## config.mk

```make
export PLATFORM = sky130hd
export DESIGN_NAME = sra_multistep_shifter
export DESIGN_NICKNAME = d
export VERILOG_FILES = /design/src/rtl/sra_pkg.sv /design/src/rtl/sra_step.sv /design/src/rtl/sra_multistep_shifter.sv
export SDC_FILE = /design/constraint.sdc
export NUM_CORES = 1
export LEC_CHECK = 0
export CAP_MARGIN = 20
export CORE_AREA = 2 2 43 45
export CTS_CLUSTER_DIAMETER = 80
export DETAILED_ROUTE_END_ITERATION = 16
export DIE_AREA = 0 0 45 47
export GPL_TIMING_DRIVEN = 0
export PLACE_DENSITY_LB_ADDON = 0.25
export REMOVE_ABC_BUFFERS = 1
export SYNTH_ARGS = -nofsm -noshare
export SYNTH_HDL_FRONTEND = slang
export SYNTH_HIERARCHICAL = 1
export SYNTH_SLANG_ARGS = --single-unit
export TNS_END_PERCENT = 20
```

## constraint.sdc

```tcl
create_clock -name clk -period 2.2 [get_ports clk]
set_clock_uncertainty 0.1 [all_clocks]
set_input_delay 0.55 -clock clk [delete_from_list [all_inputs] [get_ports clk]]
set_output_delay 0.55 -clock clk [all_outputs]
set_load 0.01 [all_outputs]
```

## src/rtl/sra_pkg.sv

```systemverilog
// Shared types and constants for the multi-step arithmetic right shifter.
// Latency: n/a (declarations only).
// Backpressure: n/a.
package sra_pkg;

    typedef enum logic [1:0] {
        IDLE  = 2'd0,
        SHIFT = 2'd1,
        DONE  = 2'd2
    } sra_state_t;

    // Largest distance the single-cycle step shifter can cover.
    localparam int STEP_MAX = 3;

endpackage

```

## src/rtl/sra_step.sv

```systemverilog
// Combinational N-bit arithmetic right shift by 0..3 with lost-bit OR (lost-bit flag only with SRA_STICKY_EN).
// Latency: zero cycles, purely combinational.
// Backpressure: none; the caller decides when the result is consumed.
module sra_step
    import sra_pkg::*;
#(
    parameter int N = 5
) (
    input  logic [N-1:0] din,
    input  logic [1:0]   amt,
`ifdef SRA_STICKY_EN
    output logic         lost_bits_or,
`endif
    output logic [N-1:0] dout
);

    // Sign-filling shift; the sign bit is replicated into the vacated MSBs.
    always_comb begin
        dout = $signed(din) >>> amt;
    end

`ifdef SRA_STICKY_EN
    logic [N-1:0] lost_mask;

    // Mask of the amt low-order bits that fall off the bottom this step.
    always_comb begin
        lost_mask    = (N'(1) << amt) - N'(1);
        lost_bits_or = |(din & lost_mask);
    end
`endif

endmodule

```

## src/rtl/sra_multistep_shifter.sv

```systemverilog
// Iterative arithmetic right shifter: up to STEP_MAX positions per clock; sticky tracking with SRA_STICKY_EN.
// Latency: max(1, ceil(shamt/3)) cycles from acceptance to out_valid.
// Backpressure: result held stable in DONE until out_ready; in_ready only in IDLE, nothing queued.
module sra_multistep_shifter
    import sra_pkg::*;
#(
    parameter int N  = 5,
    parameter int SW = 3
) (
    input  logic          clk,
    input  logic          rst_n,
    input  logic          in_valid,
    output logic          in_ready,
    input  logic [N-1:0]  in_data,
    input  logic [SW-1:0] in_shamt,
    output logic          out_valid,
    input  logic          out_ready,
    output logic [N-1:0]  out_data,
    output logic          out_sticky,
    output logic          busy
);

    sra_state_t    state_q, state_d;
    logic [N-1:0]  data_q, data_d;
    logic [SW-1:0] rem_q, rem_d;
    logic [1:0]    step_amt;
    logic [N-1:0]  step_dout;

`ifdef SRA_STICKY_EN
    logic          sticky_q, sticky_d;
    logic          step_lost;
`endif

    // Per-cycle distance: the remaining amount, clipped to what one step can do.
    always_comb begin
        if (rem_q >= SW'(STEP_MAX)) begin
            step_amt = 2'(STEP_MAX);
        end else begin
            step_amt = rem_q[1:0];
        end
    end

    sra_step #(
        .N (N)
    ) u_step (
        .din          (data_q),
        .amt          (step_amt),
`ifdef SRA_STICKY_EN
        .lost_bits_or (step_lost),
`endif
        .dout         (step_dout)
    );

    // Next-state and datapath updates for the IDLE -> SHIFT -> DONE handshake loop.
    always_comb begin
        state_d = state_q;
        data_d  = data_q;
        rem_d   = rem_q;
`ifdef SRA_STICKY_EN
        sticky_d = sticky_q;
`endif
        case (state_q)
            IDLE: begin
                if (in_valid) begin
                    data_d  = in_data;
                    rem_d   = in_shamt;
`ifdef SRA_STICKY_EN
                    sticky_d = 1'b0;
`endif
                    state_d = SHIFT;
                end
            end
            SHIFT: begin
                // A zero amount still spends one cycle here with a step of 0.
                data_d = step_dout;
                rem_d  = rem_q - SW'(step_amt);
`ifdef SRA_STICKY_EN
                sticky_d = sticky_q | step_lost;
`endif
                if (rem_d == '0) begin
                    state_d = DONE;
                end
            end
            DONE: begin
                if (out_ready) begin
                    state_d = IDLE;
                end
            end
            default: begin
                state_d = IDLE;
            end
        endcase
    end

    // State and datapath registers with synchronous active-low reset.
    always_ff @(posedge clk) begin
        if (!rst_n) begin
            state_q <= IDLE;
            data_q  <= '0;
            rem_q   <= '0;
        end else begin
            state_q <= state_d;
            data_q  <= data_d;
            rem_q   <= rem_d;
        end
    end

`ifdef SRA_STICKY_EN
    // Sticky flag register, cleared on reset and on each new acceptance.
    always_ff @(posedge clk) begin
        if (!rst_n) begin
            sticky_q <= 1'b0;
        end else begin
            sticky_q <= sticky_d;
        end
    end
`endif

    // Outputs decode straight from registered state; no path from in_* to out_*.
    always_comb begin
        in_ready  = (state_q == IDLE);
        out_valid = (state_q == DONE);
        busy      = (state_q == SHIFT) || (state_q == DONE);
        out_data  = data_q;
`ifdef SRA_STICKY_EN
        out_sticky = sticky_q;
`else
        out_sticky = 1'b0;
`endif
    end

endmodule

```

# --- After elaboration in Yosys (flattened, before gate mapping) ---
# Index checks and enable logic that the tools add are counted.
totals:
  regBits: 10
  latchBits: 0
  ramBits: 0
  romBits: 0
  input_bits: 12
  output_inout_bits: 9
  word_cells: 26
  memories: 0
op_classes:
  add_sub_neg: 1
  multipliers: 0
  div_mod_pow: 0
  n_lt_le_gt_ge: 1
  n_eq_ne: 5
  shift: 1
  muxes: 9
  bitwise: 0
  n_reduce_logical: 6
ops:
  columns: ["operator", "n"]
  rows:
  - ["$pmux W5 S2", 1]
  - ["$mux W2", 4]
  - ["$pmux W2 S3", 1]
  - ["$pmux W3 S2", 1]
  - ["$mux W5", 1]
  - ["$sshr A5 B2 Y5", 1]
  - ["$ne A2 B2 Y1 const B", 2]
  - ["$ge A3 B2 Y1 const B", 1]
  - ["$logic_not A3 Y1", 1]
  - ["$mux W3", 1]
  - ["$reduce_and A3 Y1", 1]
  - ["$sub A3 B2 Y3", 1]
  - ["$eq A2 B1 Y1 const B", 1]
  - ["$eq A2 B2 Y1 const B", 1]
  - ["$logic_not A2 Y1", 1]
  - ["$ne A2 B1 Y1 const B", 1]
  - ["$reduce_and A2 Y1", 1]
  - ["$reduce_bool A2 Y1", 1]
  - ["$logic_or A1 B1 Y1", 1]

# --- Longest topological paths before layout ---
logic_depth:
  depth_word: 6
  ltp_mapped: 7
  depth_no_buf: 6

# --- By module ---
# The synthesis kept the hierarchy.
by_module_without_submodules:
  columns: ["mod", "n_inst", "cells_each", "area_each_um2", "seq_area_each_um2"]
  rows:
  - ["sra_multistep_shifter", 1, 69, 609.3, 200.2]
  - ["sra_step", 1, 7, 97.6, 0.0]

# --- Worst setup path after synthesis ---
# Ideal clock, no wire load.
synth_path:
  path_kind: "register to register"
  start: "register rem_q[2]"
  end: "register state_q[0]"
  setup_time_ns: 0.072
  arrival_ns: 1.532
  required_ns: 2.028
  slack_ns: 0.496
  path_stages_with_launch: 7
  n_path_buf: 0
  synth_period_minus_slack_ns: 1.704
  cell_sequence: "dfxtp_1 or2b_1 ha_1 and3b_1 a21oi_1 a211oi_1 mux2i_1"
synth_via:
  elab_chain_len: 6
synth_rtl:
  columns: ["element", "line_no", "rtl"]
  rows:
  - ["start: declaration", "sra_multistep_shifter.sv:25", "logic [SW-1:0] rem_q, rem_d;"]
  - ["start signal: assignment", "sra_multistep_shifter.sv:104", "rem_q <= rem_d;"]
  - ["$ge A3 B2 Y1", "sra_multistep_shifter.sv:36", "if (rem_q >= SW'(STEP_MAX)) begin"]
  - ["$mux W2", "sra_multistep_shifter.sv:36", null]
  - ["$sub A3 B2 Y3 *", "sra_multistep_shifter.sv:76", "rem_d = rem_q - SW'(step_amt);"]
  - ["$logic_not A3 Y1 *", "sra_multistep_shifter.sv:80", "if (rem_d == '0) begin"]
  - ["$ne A2 B2 Y1 (no line) *", null, null]
  - ["$reduce_and A3 Y1 (no line) *", null, null]
  - ["end signal: assignment", "sra_multistep_shifter.sv:102", "state_q <= state_d;"]
  - ["end: declaration", "sra_multistep_shifter.sv:23", "sra_state_t state_q, state_d;"]
# Mark *: on every way between the ends. The rest lies on a longest branch, timed or not.
# A chain may end at the register's enable or synchronous reset.

# --- Final worst setup path ---
layout_path:
  start: "register state_q[1]"
  end: "output port in_ready"
layout_via:
  elab_chain_len: 1
layout_rtl:
  columns: ["element", "line_no", "rtl"]
  rows:
  - ["$logic_not A2 Y1", "sra_multistep_shifter.sv:121", "in_ready = (state_q == IDLE);"]
  - ["end: declaration", "sra_multistep_shifter.sv:13", "output logic in_ready,"]
# Every way passes these cells.

==> results.yml <==
run_status:
  outcome: "completed"
timing:
  min_period_over_period_pct: 95.4
  fmax_ghz: 0.477
  rsz0062_at_grt: "true"
  hold_viol_final: 0
  finalSetupViolations: 0
  drv_slew: 0
  min_period_ns: 2.10
  finalSetupTns_ns: 0
global_route:
  use_met3_pct: 7.31
  grt_pass1_vias: 543
  grt_overflow: 0
  use_met1_pct: 16.3
  antenna_found_initial: 0
  grt_max_degree: 18
  grt_usage_pct: 14.7
  grt-busiest-layer: "met2"
  grt_pass1_wl_um: 2190
  grt.met2_usage_pct: 24.6
routing:
  first_pass_iters: 4
  wirelength_um: 1400
  wl_per_cell_um: 12.8
  drc: 0
  viasPerCell: 5.43
  ant_nets: 0
  vias: 597
  drtIter0Drc: 7
clocking:
  clockRootBuffer: "clkbuf_4"
  cts_buffers: 3
  path_clk_slew_ns: 0.07
  tritoncts: "built"
  clk_latency_ns: 0.27
  htree_levels: 1
  clk_path_buf_depth: 2
  cts_setup_buffers: 0
  clock-sinks: 10
cells_and_area:
  fin_cells: 110
  final_area_um2: 903
  areaGrowthSynthToFinish_pct: 27.8
  n_antenna_cell: 0
  nNetsFinal: 111
  drive_gt1_share_pct: 9.68
setup_path:
  max_stage_delay_ns: 0.55
  worstPathCellList: "inv_1, ha_1, clkdlybuf4s50_1"
  critPathArrivalTime_ns: 1.45
  crit_fanout: 4
  critPathSlowestCell: "clkdlybuf4s50_1"
  worstSetupPathType: "reg -> out"
  endpoint_kind: "output pin"
  required_ns: 1.55
  crit_path_start_kind: "flop"
synth:
  ys_ff_latch: 10
  async_flop_share_pct: 0
  synth.most_common_cell: "nand2_1"
  synth.area.top_cells: "dfxtp_1 (28%), o211a_1 (9.9%), mux2i_1 (8.5%)"
  synth_area_um2: 707
  synth_seq_area_share_pct: 28.3
  synth-edff-count: 0
  synth_area_per_cell_um2: 9.30
  yosysTopAreaCell: "dfxtp_1"
  yosys.area.top_type_share_pct: 28.3
  yosys.cell_types.count: 26
  synth_cells: 76
  ys_warn_count: 6
  synth_common_cells: "nand2_1 (11), dfxtp_1 (10), o211a_1 (7)"
  synthFlopType: "dfxtp_1"
worst_hold_path:
  hold_class: "reg -> reg"
placement:
  port_buffers: 19
  placed_cells: 107
  detailed_place_hpwl_um: 1050
  gp_congestion: 0.694
  dpl_cell_area_um2: 877
floorplan:
  initial_core_util_pct: 42.8
  ios: 21
  rows: 15
  die-width_um: 45
  die_area_um2: 2120
  die_y_um: 47
  coreArea_um2: 1650
power_and_ir_drop:
  p_total_w: 0.00119
  power_density_nw_per_um2: 1320
  peakVddDrop_v: 0.000779
  p_leak_nw: 0.448
run:
  cap_violations: 0
[critical path, delay by kind of cell (launching register included)]
kind                     cells  cell delay [ns]
buffers and inverters        2             0.64
flip-flops                   1             0.31
adder cells (fa/ha/maj)      1             0.22
[power breakdown]
| group | total [W] | internal, W | switching, W | leakage, nW |
|---|---|---|---|---|
| clock network | 0.000123 | 0.0000631 | 0.0000602 | 0.0138 |
| logic | 0.000742 | 0.000403 | 0.000339 | 0.351 |
| registers | 0.000327 | 0.000257 | 0.0000698 | 0.0831 |
| total | 0.00119 | 0.000724 | 0.000469 | 0.448 |
[path summary, 6_finish.rpt]
path	from	end	slack, ns	cells past startpoint
worst min register to register	state_q[0]	state_q[0]	0.38	2
worst max register to register	rem_q[2]	state_q[0]	0.33	6
worst max-delay path	state_q[1]	in_ready	0.10	3
worst min-delay path	state_q[0]	state_q[0]	0.38	2
[timing repair]
action | 4_1_cts | 5_1_grt
hold buffers | 0 | 0
resized for setup | 0 | 2
endpoints found under the setup margin | 0 | 2
[sequential cells by signal (all words and copies together), names as in the netlist]
signal    count
rem_q         3
out_data      5
state_q       2
[metrics by stage]
| step | hold WS [ns] | util (%) | setup slack, ns |
|---|---|---|---|
| 2_1_floorplan | 0.352 | - | 0.492 |
| 3_3_place_gp | 0.364 | 53.1 | 0.223 |
| 3_5_place_dp | 0.377 | 53.1 | 0.212 |
| 4_1_cts | 0.388 | 54.5 | 0.0429 |
| 5_1_grt | 0.408 | 54.7 | -0.00850 |
| 6_report | 0.375 | 54.7 | 0.102 |
[area by class of cell]
| type | instances | area [µm²] |
|---|---|---|
| Fill cell | 165 | 748 |
| Multi-Input combinational cell | 55 | 443 |
| Sequential cell | 10 | 201 |
| Timing Repair Buffer | 19 | 193 |
| Clock buffer | 3 | 22.5 |
| Inverter | 6 | 22.5 |
| Tap cell | 17 | 21.3 |
[metal layers]
| metal | up-vias | wire length [µm] |
|---|---|---|
| li1 | 303 | - |
| met1 | 274 | 614 |
| met2 | 18 | 680 |
| met3 | 2 | 99 |
| met4 | 0 | 9 |
| met5 | - | 0 |
[cell families (layout without fill, tap and decap cells)]
| kind of cell | Yosys count | count (layout) | synth area share, % |
|---|---|---|---|
| buffers and inverters | 11 | 28 | 9.02 |
| adder cells (fa/ha/maj) | 4 | 4 | 7.08 |
| AO/OA/AOI/OAI | 17 | 17 | 18.2 |
| flip-flops | 10 | 10 | 28.3 |
| AND/OR/NAND/NOR | 21 | 21 | 14.5 |
| multiplexers | 12 | 12 | 22.3 |
| other | 1 | 1 | 0.530 |
[placed cells by master (no fill, tap or decap), drive strengths merged]
master	instances
a21oi	4
mux2	4
ha	4
o21ai	2
o211a	7
mux2i	6
and3b	1
mux4	2
clkbuf	3
dlymetal6s2s	1
or2b	2
inv	6
or2	2
a211oi	1
and2	1
o211ai	1
conb	1
or3	1
clkdlybuf4s50	18
o22ai	1
nand3	1
dfxtp	10
nor2	2
o21a	1
nand2	11
(Power assumes the default switching activity.)
